`src/rtl/alu_ctrl_seq_if.sv`:
```
// ALU control / multiply-divide bus between the pipeline and alu_ctrl_seq.
//
// Handshake: valid_i qualifies funct7/funct3/aluop/opa/opb for one cycle.
// There is no ready signal; the unit answers a start with stall held high
// from the start cycle until mdu_done, and mdu_done is a single-cycle pulse
// during which mdu_result is first valid (it then holds until the next start).
// valid_i seen while stall or mdu_done is high is ignored.
interface alu_ctrl_seq_if #(
    parameter int XLEN = 32
);
    logic            valid_i;
    logic [6:0]      funct7;
    logic [2:0]      funct3;
    logic [1:0]      aluop;
    logic [XLEN-1:0] opa;
    logic [XLEN-1:0] opb;
    logic [3:0]      alucontrol;
    logic            stall;
    logic            mdu_done;
    logic [XLEN-1:0] mdu_result;

    // Pipeline side: issues decode fields and operands.
    modport master (
        output valid_i, funct7, funct3, aluop, opa, opb,
        input  alucontrol, stall, mdu_done, mdu_result
    );

    // Unit side: decodes and runs the iterative multiply/divide.
    modport slave (
        input  valid_i, funct7, funct3, aluop, opa, opb,
        output alucontrol, stall, mdu_done, mdu_result
    );
endinterface

```
`src/rtl/alu_ctrl_seq.sv`:
```
// ALU control decoder plus an iterative RV32M-style multiply/divide unit.
// alucontrol is purely combinational from aluop/funct7/funct3. M-ops start a
// three-state sequencer (IDLE -> BUSY for XLEN cycles -> DONE).
// Optional feature macro: ALU_CTRL_SEQ_DIV_EN enables DIV/DIVU/REM/REMU;
// without it those encodings decode as illegal (1111) and never start.
module alu_ctrl_seq #(
    parameter int XLEN = 32
) (
    input  logic          clk,
    input  logic          reset,
    alu_ctrl_seq_if.slave bus,
    output logic [1:0]    o_dbg_state
);
    localparam int CW = $clog2(XLEN) + 1;

    typedef enum logic [1:0] {
        S_IDLE = 2'd0,
        S_BUSY = 2'd1,
        S_DONE = 2'd2
    } state_t;

    // Operand A is treated as signed for MULH, MULHSU, DIV, REM.
    function automatic logic f_a_signed(input logic [2:0] f3);
        return (f3 == 3'b001) || (f3 == 3'b010) || (f3 == 3'b100) || (f3 == 3'b110);
    endfunction

    // Operand B is treated as signed for MULH, DIV, REM.
    function automatic logic f_b_signed(input logic [2:0] f3);
        return (f3 == 3'b001) || (f3 == 3'b100) || (f3 == 3'b110);
    endfunction

    state_t            r_state;
    logic [CW-1:0]     r_count;
    logic [2:0]        r_funct3;
    logic              r_a_neg;
    logic              r_b_neg;
    logic [XLEN-1:0]   r_b_mag;
    logic [2*XLEN-1:0] r_p;
    logic              r_stall;
    logic              r_done;
    logic [XLEN-1:0]   r_result;

    logic              w_mop_f3_ok;
    logic              w_mop;
    logic              w_start;
    logic [3:0]        w_alucontrol;
    logic              w_in_a_neg;
    logic              w_in_b_neg;
    logic [XLEN-1:0]   w_in_a_mag;
    logic [XLEN-1:0]   w_in_b_mag;
    logic [XLEN:0]     w_mul_sum;
    logic [2*XLEN-1:0] w_mul_next;
    logic [2*XLEN-1:0] w_p_next;
    logic [2*XLEN-1:0] w_prod_fix;
    logic [XLEN-1:0]   w_final;

`ifdef ALU_CTRL_SEQ_DIV_EN
    assign w_mop_f3_ok = 1'b1;
`else
    assign w_mop_f3_ok = ~bus.funct3[2];
`endif

    assign w_mop   = (bus.aluop == 2'b10) && (bus.funct7 == 7'b0000001) && w_mop_f3_ok;
    // Reset beats a concurrent start: no stall, no operation.
    assign w_start = (r_state == S_IDLE) && bus.valid_i && w_mop && !reset;

    // Main ALU control decode; anything not listed is 1111.
    always_comb begin
        w_alucontrol = 4'b1111;
        case (bus.aluop)
            2'b00: w_alucontrol = 4'b0010;
            2'b01: begin
                if (bus.funct3 == 3'b000)      w_alucontrol = 4'b0110;
                else if (bus.funct3 == 3'b001) w_alucontrol = 4'b0111;
            end
            2'b10: begin
                if (bus.funct7 == 7'b0000000) begin
                    case (bus.funct3)
                        3'b000:  w_alucontrol = 4'b0010;
                        3'b001:  w_alucontrol = 4'b0100;
                        3'b010:  w_alucontrol = 4'b1001;
                        3'b011:  w_alucontrol = 4'b1010;
                        3'b100:  w_alucontrol = 4'b0011;
                        3'b101:  w_alucontrol = 4'b0101;
                        3'b110:  w_alucontrol = 4'b0001;
                        default: w_alucontrol = 4'b0000;
                    endcase
                end else if (bus.funct7 == 7'b0100000) begin
                    if (bus.funct3 == 3'b000)      w_alucontrol = 4'b0110;
                    else if (bus.funct3 == 3'b101) w_alucontrol = 4'b1011;
                end else if (w_mop) begin
                    w_alucontrol = 4'b1000;
                end
            end
            default: begin
                case (bus.funct3)
                    3'b000:  w_alucontrol = 4'b0010;
                    3'b111:  w_alucontrol = 4'b0000;
                    3'b110:  w_alucontrol = 4'b0001;
                    3'b100:  w_alucontrol = 4'b0011;
                    default: w_alucontrol = 4'b1111;
                endcase
            end
        endcase
    end

    // Both engines work on magnitudes; signs are reapplied at the end.
    assign w_in_a_neg = f_a_signed(bus.funct3) & bus.opa[XLEN-1];
    assign w_in_b_neg = f_b_signed(bus.funct3) & bus.opb[XLEN-1];
    assign w_in_a_mag = w_in_a_neg ? -bus.opa : bus.opa;
    assign w_in_b_mag = w_in_b_neg ? -bus.opb : bus.opb;

    // Shift-add step: r_p = {partial product high, remaining multiplier bits}.
    assign w_mul_sum  = {1'b0, r_p[2*XLEN-1:XLEN]} +
                        (r_p[0] ? {1'b0, r_b_mag} : {(XLEN+1){1'b0}});
    assign w_mul_next = {w_mul_sum, r_p[XLEN-1:1]};

`ifdef ALU_CTRL_SEQ_DIV_EN
    // Restoring step: r_p = {partial remainder, dividend bits / quotient bits}.
    logic [XLEN:0]     w_rem_sh;
    logic [XLEN:0]     w_diff;
    logic [2*XLEN-1:0] w_div_next;
    logic [XLEN-1:0]   w_quo_fix;
    logic [XLEN-1:0]   w_rem_fix;

    assign w_rem_sh   = {r_p[2*XLEN-1:XLEN], r_p[XLEN-1]};
    assign w_diff     = w_rem_sh - {1'b0, r_b_mag};
    assign w_div_next = w_diff[XLEN] ? {w_rem_sh[XLEN-1:0], r_p[XLEN-2:0], 1'b0}
                                     : {w_diff[XLEN-1:0],   r_p[XLEN-2:0], 1'b1};
    assign w_p_next   = r_funct3[2] ? w_div_next : w_mul_next;
    // Divide by zero forces an all-ones quotient; the remainder naturally
    // comes back as the dividend. -2^(XLEN-1)/-1 wraps to the dividend.
    assign w_quo_fix  = (r_b_mag == '0) ? {XLEN{1'b1}} :
                        ((r_a_neg ^ r_b_neg) ? -w_p_next[XLEN-1:0] : w_p_next[XLEN-1:0]);
    assign w_rem_fix  = r_a_neg ? -w_p_next[2*XLEN-1:XLEN] : w_p_next[2*XLEN-1:XLEN];
`else
    assign w_p_next   = w_mul_next;
`endif

    assign w_prod_fix = (r_a_neg ^ r_b_neg) ? -w_p_next : w_p_next;

    // Result selection from the final iteration, sign-corrected.
    always_comb begin
        w_final = w_prod_fix[XLEN-1:0];
        case (r_funct3)
            3'b001, 3'b010, 3'b011: w_final = w_prod_fix[2*XLEN-1:XLEN];
`ifdef ALU_CTRL_SEQ_DIV_EN
            3'b100, 3'b101:         w_final = w_quo_fix;
            3'b110, 3'b111:         w_final = w_rem_fix;
`endif
            default:                w_final = w_prod_fix[XLEN-1:0];
        endcase
    end

    // Sequencer: latch on start, iterate XLEN times, pulse done, return idle.
    always_ff @(posedge clk) begin
        if (reset) begin
            r_state  <= S_IDLE;
            r_count  <= '0;
            r_funct3 <= '0;
            r_a_neg  <= 1'b0;
            r_b_neg  <= 1'b0;
            r_b_mag  <= '0;
            r_p      <= '0;
            r_stall  <= 1'b0;
            r_done   <= 1'b0;
            r_result <= '0;
        end else begin
            case (r_state)
                S_IDLE: begin
                    r_done <= 1'b0;
                    if (w_start) begin
                        r_funct3 <= bus.funct3;
                        r_a_neg  <= w_in_a_neg;
                        r_b_neg  <= w_in_b_neg;
                        r_b_mag  <= w_in_b_mag;
                        r_p      <= {{XLEN{1'b0}}, w_in_a_mag};
                        r_count  <= '0;
                        r_stall  <= 1'b1;
                        r_state  <= S_BUSY;
                    end
                end
                S_BUSY: begin
                    r_p     <= w_p_next;
                    r_count <= r_count + CW'(1);
                    if (r_count == CW'(XLEN - 1)) begin
                        r_result <= w_final;
                        r_stall  <= 1'b0;
                        r_done   <= 1'b1;
                        r_state  <= S_DONE;
                    end
                end
                S_DONE: begin
                    r_done  <= 1'b0;
                    r_state <= S_IDLE;
                end
                default: begin
                    r_stall <= 1'b0;
                    r_done  <= 1'b0;
                    r_state <= S_IDLE;
                end
            endcase
        end
    end

    assign bus.alucontrol = w_alucontrol;
    assign bus.stall      = r_stall | w_start;
    assign bus.mdu_done   = r_done;
    assign bus.mdu_result = r_result;
    assign o_dbg_state    = r_state;
endmodule

```
`src/flat_wrapper.sv`:
```
// flat-port wrapper written by rule: the top's interface ports become plain ports
module alu_ctrl_seq_flat 
#(
    parameter int XLEN = 32
)
  (clk, reset, o_dbg_state, bus_valid_i, bus_funct7, bus_funct3, bus_aluop, bus_opa, bus_opb, bus_alucontrol, bus_stall, bus_mdu_done, bus_mdu_result);
  alu_ctrl_seq_if #(.XLEN(XLEN)) bus_i ();
  input  logic clk;
  input  logic reset;
  output logic [1:0] o_dbg_state;
  input wire logic [$bits(bus_i.valid_i)-1:0] bus_valid_i;
  input wire logic [$bits(bus_i.funct7)-1:0] bus_funct7;
  input wire logic [$bits(bus_i.funct3)-1:0] bus_funct3;
  input wire logic [$bits(bus_i.aluop)-1:0] bus_aluop;
  input wire logic [$bits(bus_i.opa)-1:0] bus_opa;
  input wire logic [$bits(bus_i.opb)-1:0] bus_opb;
  output wire logic [$bits(bus_i.alucontrol)-1:0] bus_alucontrol;
  output wire logic [$bits(bus_i.stall)-1:0] bus_stall;
  output wire logic [$bits(bus_i.mdu_done)-1:0] bus_mdu_done;
  output wire logic [$bits(bus_i.mdu_result)-1:0] bus_mdu_result;
  assign bus_i.valid_i = bus_valid_i;
  assign bus_i.funct7 = bus_funct7;
  assign bus_i.funct3 = bus_funct3;
  assign bus_i.aluop = bus_aluop;
  assign bus_i.opa = bus_opa;
  assign bus_i.opb = bus_opb;
  assign bus_alucontrol = bus_i.alucontrol;
  assign bus_stall = bus_i.stall;
  assign bus_mdu_done = bus_i.mdu_done;
  assign bus_mdu_result = bus_i.mdu_result;
  alu_ctrl_seq #(.XLEN(XLEN)) u_core (.clk(clk), .reset(reset), .bus(bus_i), .o_dbg_state(o_dbg_state));
endmodule
```
`config.mk`:
```
export PLATFORM = sky130hd
export DESIGN_NAME = alu_ctrl_seq_flat
export DESIGN_NICKNAME = d
export VERILOG_FILES = /design/src/rtl/alu_ctrl_seq_if.sv /design/src/rtl/alu_ctrl_seq.sv /design/src/flat_wrapper.sv
export SDC_FILE = /design/constraint.sdc
export NUM_CORES = 1
export LEC_CHECK = 0
export CORE_ASPECT_RATIO = 1.4
export CORE_MARGIN = 1.5
export CORE_UTILIZATION = 40
export CTS_BUF_LIST = sky130_fd_sc_hd__clkbuf_16
export DETAILED_ROUTE_END_ITERATION = 10
export PLACE_DENSITY_LB_ADDON = 0.1
export SYNTH_ARGS = -nofsm -noshare
export SYNTH_HDL_FRONTEND = slang
export SYNTH_SLANG_ARGS = --single-unit
export TNS_END_PERCENT = 30
```
`constraint.sdc`:
```
create_clock -name clk -period 6.6 [get_ports clk]
set_input_delay 0.99 -clock clk [delete_from_list [all_inputs] [get_ports clk]]
set_output_delay 0.99 -clock clk [all_outputs]
set_load 0.02 [all_outputs]
```
==> results of run 1 <==
sequential cells by signal (all words and copies together), names as in the netlist:
name,count
u_core.bus.mdu_done,1
u_core.r_funct3,3
u_core.bus.mdu_result,32
u_core.r_a_neg,1
u_core.r_stall,1
u_core.r_count,6
u_core.r_b_neg,1
u_core.r_p,64
u_core.o_dbg_state,2
u_core.r_b_mag,32
worst reg2reg max path: stages, from the launching register on:
cell	delay, ps
dfxtp_1	450
and2_1	210
ha_1	210
fa_1	450
a21o_1	230
a221oi_1	610
o22ai_1	320
or4_1	560
nand3_1	200
o2111ai_1	290
nor4_4	530
nand2_2	130
o31a_1	290
a32o_1	250
cells in the mapped netlist, drive strengths merged (5+ instances only):
cell      n  area [µm²]
a211oi   17         128
a21o     13        97.6
a21oi    99         495
a221oi    5        43.8
a22o     22         193
a22oi    32         240
a31oi     6        37.5
and2     45         282
and3      9        56.3
buf       6        30.0
clkbuf   80         300
dfxtp   143        2860
ha       36         450
inv      19        71.3
nand2   134         505
nand2b   12        82.6
nand3    24         120
nand3b   26         195
nand4    18         119
nor2    100         375
nor2b     5        31.3
nor3     46         235
nor4     21         183
o211ai   18         135
o21a     12        90.1
o21ai   134         671
o221ai    5        43.8
o22ai    26         163
o31ai    20         150
o41ai    12         105
or2       8        50.1
or3      17         111
or4      13         101
xnor2    72         631
xor2     59         517
how the worst min path moves through the flow:
| stage | endpoint | slack [ps] | cells after the start |
|---|---|---|---|
| finish | u_core.bus.mdu_result[18]$_SDFFE_PP0P_ | 450 | 2 |
| floorplan | u_core.r_p[39]$_SDFFE_PP0P_ | 430 | 2 |
| global route | u_core.bus.mdu_result[11]$_SDFFE_PP0P_ | 470 | 2 |
| global placement | u_core.r_p[63]$_SDFFE_PP0P_ | 440 | 2 |
| CTS | u_core.bus.mdu_result[18]$_SDFFE_PP0P_ | 450 | 2 |
| detailed placement | u_core.bus.mdu_result[18]$_SDFFE_PP0P_ | 440 | 2 |
per-layer routing:
layer,global-route usage,share of wire,vias up
li1,-,-,5213
met1,0.296,0.43,5005
met2,0.444,0.50,260
met3,0.0324,0.036,58
met4,0.109,0.034,0
met5,0,0,-
cell families after synthesis:
logic type | Yosys count | synth area share
xor+xnor | 131 | 0.110
compound gates | 462 | 0.284
buf+inv | 105 | 0.0384
mux | 5 | 0.00503
fa+ha+maj | 37 | 0.0450
simple gates | 489 | 0.244
flops | 143 | 0.274
final cells by class:
class,count,area (µm²),area share
Clock buffer,17,425,0.0340
Clock inverter,15,243,0.0194
Inverter,19,71.3,0.00571
Multi-Input combinational cell,1124,7210,0.577
Sequential cell,143,2860,0.229
Tap cell,319,399,0.0319
Timing Repair Buffer,132,1280,0.103
power groups by stage:
stage	Clock, mW	Sequential (mW)	Combinational, mW
floorplan	0	0.882	0.0899
CTS	1.12	0.863	0.180
detailed placement	0	0.883	0.179
global placement	0	0.883	0.178
finish	1.11	0.863	0.179
global route	1.16	0.863	0.196
stage by stage:
step | utilization | hold WS [ps] | setup slack [ps]
final | 0.489 | 450 | 1770
after global routing | 0.489 | 469 | 1540
after CTS | 0.489 | 453 | 1810
after detailed placement | 0.463 | 444 | 1860
after global placement | 0.463 | 442 | 1900
after floorplan | - | 432 | 2470
==> results.yml, run 1 <==
setup_path:
  crit_path_end_kind: "register"
  r2r_start: "u_core.r_p[0]$_SDFFE_PP0P_"
  cp-startpoint: "u_core.r_p[0]$_SDFFE_PP0P_"
  critical-path-slowest-cell: "a221oi_1"
  critPathLaunchType: "register"
  r2r_cells: 13
  critical_path_arrival_ps: 5160
  r2r_slack_ps: 1770
  path_class: "register to register"
  crit_chain: "and2_1 -> ha_1 -> fa_1 -> a21o_1 -> a221oi_1 -> o22ai_1 -> or4_1 -> nand3_1 -> o2111ai_1 -> nor4_4 -> nand2_2 -> o31a_1 -> a32o_1"
  critPathCapture: "u_core.bus.mdu_result[31]$_SDFFE_PP0P_"
  cp.depth: 13
  critical_path.top_delay_family: "compound AO/OA/AOI/OAI gates"
  rr_endpoint: "u_core.bus.mdu_result[31]$_SDFFE_PP0P_"
  critPathBufInv: 0
  cp_slowest_stage_delay_ps: 610
  required_ps: 6930
  critPathMaxFanout: 14
flow_run:
  maxCapViolCount: 0
power:
  power_mw: 2.15
  clkPwrFrac: 0.515
  switching_share: 0.229
  intPower_mw: 1.66
  power_frac_seq: 0.402
  comb_power_share: 0.083
  power.density_nw_per_um2: 172
  p_sw_mw: 0.493
  vdd_drop_max_uv: 153
  total_leakage_power_nw: 4.54
layout:
  n_fill_cell: 2603
  final_cell_mix: "143 x dfxtp_1, 132 x nand2_1, 132 x o21ai_0"
  final_nets: 1553
  drive_gt1_frac: 0.0517
  syn_to_final_growth_pct: 19.6
  diodes: 0
  fin_area_um2: 12500
  final_common_cell: "dfxtp_1"
  fin_cells: 1769
synth:
  synth.distinct_cells: 80
  async_flop_share: 0
  synth_area_per_cell_um2: 7.62
  syn_inst: 1372
  synth_edf_count: 0
  yosysSeqAreaShare: 0.274
  ys_warn_count: 0
  synth_nets: 1488
  synth_area_um2: 10400
  synth_seq_cells: 143
  synthFlopType: "dfxtp_1"
sta:
  post-route-min-period_ps: 4830
  fin_skew_ps: 9.40
  worst_slew_pin_slew_ps: 1120
  period_share: 0.732
  relSlewSlack: 0.249
  hold_viol: 0
  setup_tns_ps: 0
  fmax_mhz: 207
  slew_violations: 0
  setup_viol: 0
  rsz0062_at_grt: "no"
global_route:
  antenna_found_initial: 0
  grt_pass1_wl_um: 53700
  grt-ovfl-total: 0
  grt_pass1_vias: 10100
  track_usage: 0.248
  grt_max_degree: 89
route:
  ant_nets: 0
  first_pass_iters: 8
  vias: 10500
  via_per_inst: 5.96
  drc: 2
  initialDrtViolationCount: 542
  drt-total-wl_um: 33700
  wl_per_cell_um: 19.0
floorplanning:
  initial_core_util: 0.409
  die_h_um: 194
  coreArea_um2: 25600
  num_rows: 69
  dieArea_um2: 27100
  io_pins: 119
  die_w_um: 140
cts:
  cts_buffers: 17
  clk_pin_slew_ps: 60
  clock-root-buffer: "clkbuf_16"
  cts_setup_buffers: 0
  clockBufferDepth: 2
  cts.sinks: 143
  clk_latency_ps: 440
  hold_buffers: 0
  cts_tree: "done"
  htree_levels: 4
  ctsResizeCount: 0
placed_design:
  place_area_um2: 11800
  gp_congestion: 0.980
  port_buffers: 118
  place_inst: 1737
  dp_hpwl_um: 25800
min_path:
  hold_path.class: "register to register"
  hp-start: "u_core.bus.mdu_result[18]$_SDFFE_PP0P_"
status:
  violations: "DRC"
  status: "finished, violations left"
No activity file was read; power rests on OpenSTA's default activity.
==> run 2: changes to the inputs <==
==> constraint.sdc (replaced) <==
create_clock -name clk -period 4.3 [get_ports clk]
set_input_delay 0.645 -clock clk [delete_from_list [all_inputs] [get_ports clk]]
set_output_delay 0.645 -clock clk [all_outputs]
set_load 0.02 [all_outputs]
==> run 2 against run 1 <==
  * Sequential share of layout area is 0.55 points lower
  * Core utilization rose by 1.2 points
  * Register-to-register slack got worse by 1500 ps
  * The run still ends with DRC left
  * Sequential power grew 54%
  * Via count is 1.7% higher
==> results.yml, run 2 (synthesis gave the netlist of run 1 again) <==
placed_design:
  place_inst: 1785
  gp_congestion: 0.934
  port_buffers: 118
  dp_hpwl_um: 26400
status:
  violations: "DRC"
  status: "finished, violations left"
power:
  intPower_mw: 2.41
  comb_power_share: 0.088
  vdd_drop_max_uv: 240
  p_sw_mw: 0.722
  clkPwrFrac: 0.490
  power_frac_seq: 0.423
  power.density_nw_per_um2: 245
  total_leakage_power_nw: 4.73
  switching_share: 0.230
global_route:
  antenna_found_initial: 0
  grt_pass1_wl_um: 54500
  grt_pass1_vias: 10300
  grt-ovfl-total: 0
  track_usage: 0.252
  grt_max_degree: 89
layout:
  fin_cells: 1814
  final_common_cell: "dfxtp_1"
  syn_to_final_growth_pct: 22.5
  max_flop_register: "u_core.r_p"
  final_nets: 1601
  largest_reg_flops: 64
  n_fill_cell: 2546
  drive_gt1_frac: 0.0803
  final_cell_mix: "143 x dfxtp_1, 132 x nand2_1, 132 x o21ai_0"
  diodes: 0
sta:
  worst_slew_pin_slew_ps: 944
  setup_tns_ps: 0
  fin_skew_ps: 10.6
  rsz0062_at_grt: "no"
  post-route-min-period_ps: 4020
  period_share: 0.936
  slew_violations: 0
  setup_viol: 0
  relSlewSlack: 0.369
  fmax_mhz: 248
  hold_ws_ps: 453
  hold_viol: 0
floorplanning:
  dieArea_um2: 27100
  die_h_um: 194
  io_pins: 119
  die_w_um: 140
  initial_core_util: 0.409
  coreArea_um2: 25600
  num_rows: 69
setup_path:
  required_ps: 4630
  critPathMaxFanout: 6
  critPathLaunchType: "register"
  r2r_slack_ps: 280
  critical_path_arrival_ps: 4360
  r2r_cells: 14
  crit_path_end_kind: "register"
  path_class: "register to register"
route:
  wl_per_cell_um: 18.8
  drc: 2
  vias: 10700
  ant_nets: 0
  via_per_inst: 5.90
  drt-total-wl_um: 34100
  initialDrtViolationCount: 636
  first_pass_iters: 8
cts:
  cts_setup_buffers: 0
  clockBufferDepth: 2
  clock-root-buffer: "clkbuf_16"
  clk_pin_slew_ps: 60
  cts.sinks: 143
  cts_buffers: 17
  clk_latency_ps: 440
  htree_levels: 4
  cts_tree: "done"
min_path:
  hold_path.class: "register to register"
  min_path_cells: 2
flow_run:
  maxCapViolCount: 0
-- run 2: path summary, 6_finish.rpt --
| check | from | endpoint |
|---|---|---|
| setup / recovery | u_core.r_p[0]$_SDFFE_PP0P_ | u_core.bus.mdu_result[31]$_SDFFE_PP0P_ |
| hold reg to reg | u_core.r_funct3[1]$_SDFFE_PP0P_ | u_core.r_funct3[1]$_SDFFE_PP0P_ |
| setup reg to reg | u_core.r_p[0]$_SDFFE_PP0P_ | u_core.bus.mdu_result[31]$_SDFFE_PP0P_ |
| hold / removal | u_core.r_funct3[1]$_SDFFE_PP0P_ | u_core.r_funct3[1]$_SDFFE_PP0P_ |
-- run 2: layout make-up --
type	instances	area, µm²	share of cell area
Tap cell	319	399	0.0312
Sequential cell	143	2860	0.224
Clock inverter	12	171	0.0134
Clock buffer	17	425	0.0332
Timing Repair Buffer	180	1650	0.129
Multi-Input combinational cell	1124	7220	0.564
Inverter	19	71.3	0.00557
-- run 2: power by group through the flow --
stage | combinational [mW] | clock, mW | sequential, mW
5_1_grt | 0.300 | 1.61 | 1.32
3_5_place_dp | 0.277 | 0 | 1.35
4_1_cts | 0.278 | 1.56 | 1.33
3_3_place_gp | 0.273 | 0 | 1.35
6_report | 0.275 | 1.54 | 1.33
2_1_floorplan | 0.138 | 0 | 1.35
-- run 2: what timing repair did --
item                                    CTS  global route
gates resized for setup                   0             1
hold buffers                              0             0
hold endpoints to repair                  0             0
endpoints found under the setup margin    0             1
-- run 2: worst max-delay path: stages, from the launching register on --
cell       delay [ps]
dfxtp_1           360
and2_1            160
ha_1              210
fa_1              410
a21o_1            220
a221oi_1          270
buf_4             180
o22ai_1           130
or4_1             520
nand3_1           130
o2111ai_1         270
nor4_4            400
nand2_2           120
o31a_1            290
a32o_1            250
-- run 2: metal layers --
layer,vias to the layer above,GRT usage,share of wire
li1,5312,-,-
met1,5071,0.306,0.43
met2,248,0.434,0.49
met3,80,0.0338,0.033
met4,0,0.131,0.050
met5,-,0,0
-- run 2: through the flow --
stage | power, mW | worst slack [ps] | instance area [µm²] | utilization
5_1_grt | 3.24 | 3.06 | 12800 | 0.501
2_1_floorplan | 1.49 | 174 | 10400 | -
3_5_place_dp | 1.63 | 325 | 12200 | 0.477
6_report | 3.14 | 275 | 12800 | 0.501
4_1_cts | 3.16 | 285 | 12800 | 0.501
3_3_place_gp | 1.63 | 373 | 12200 | 0.477
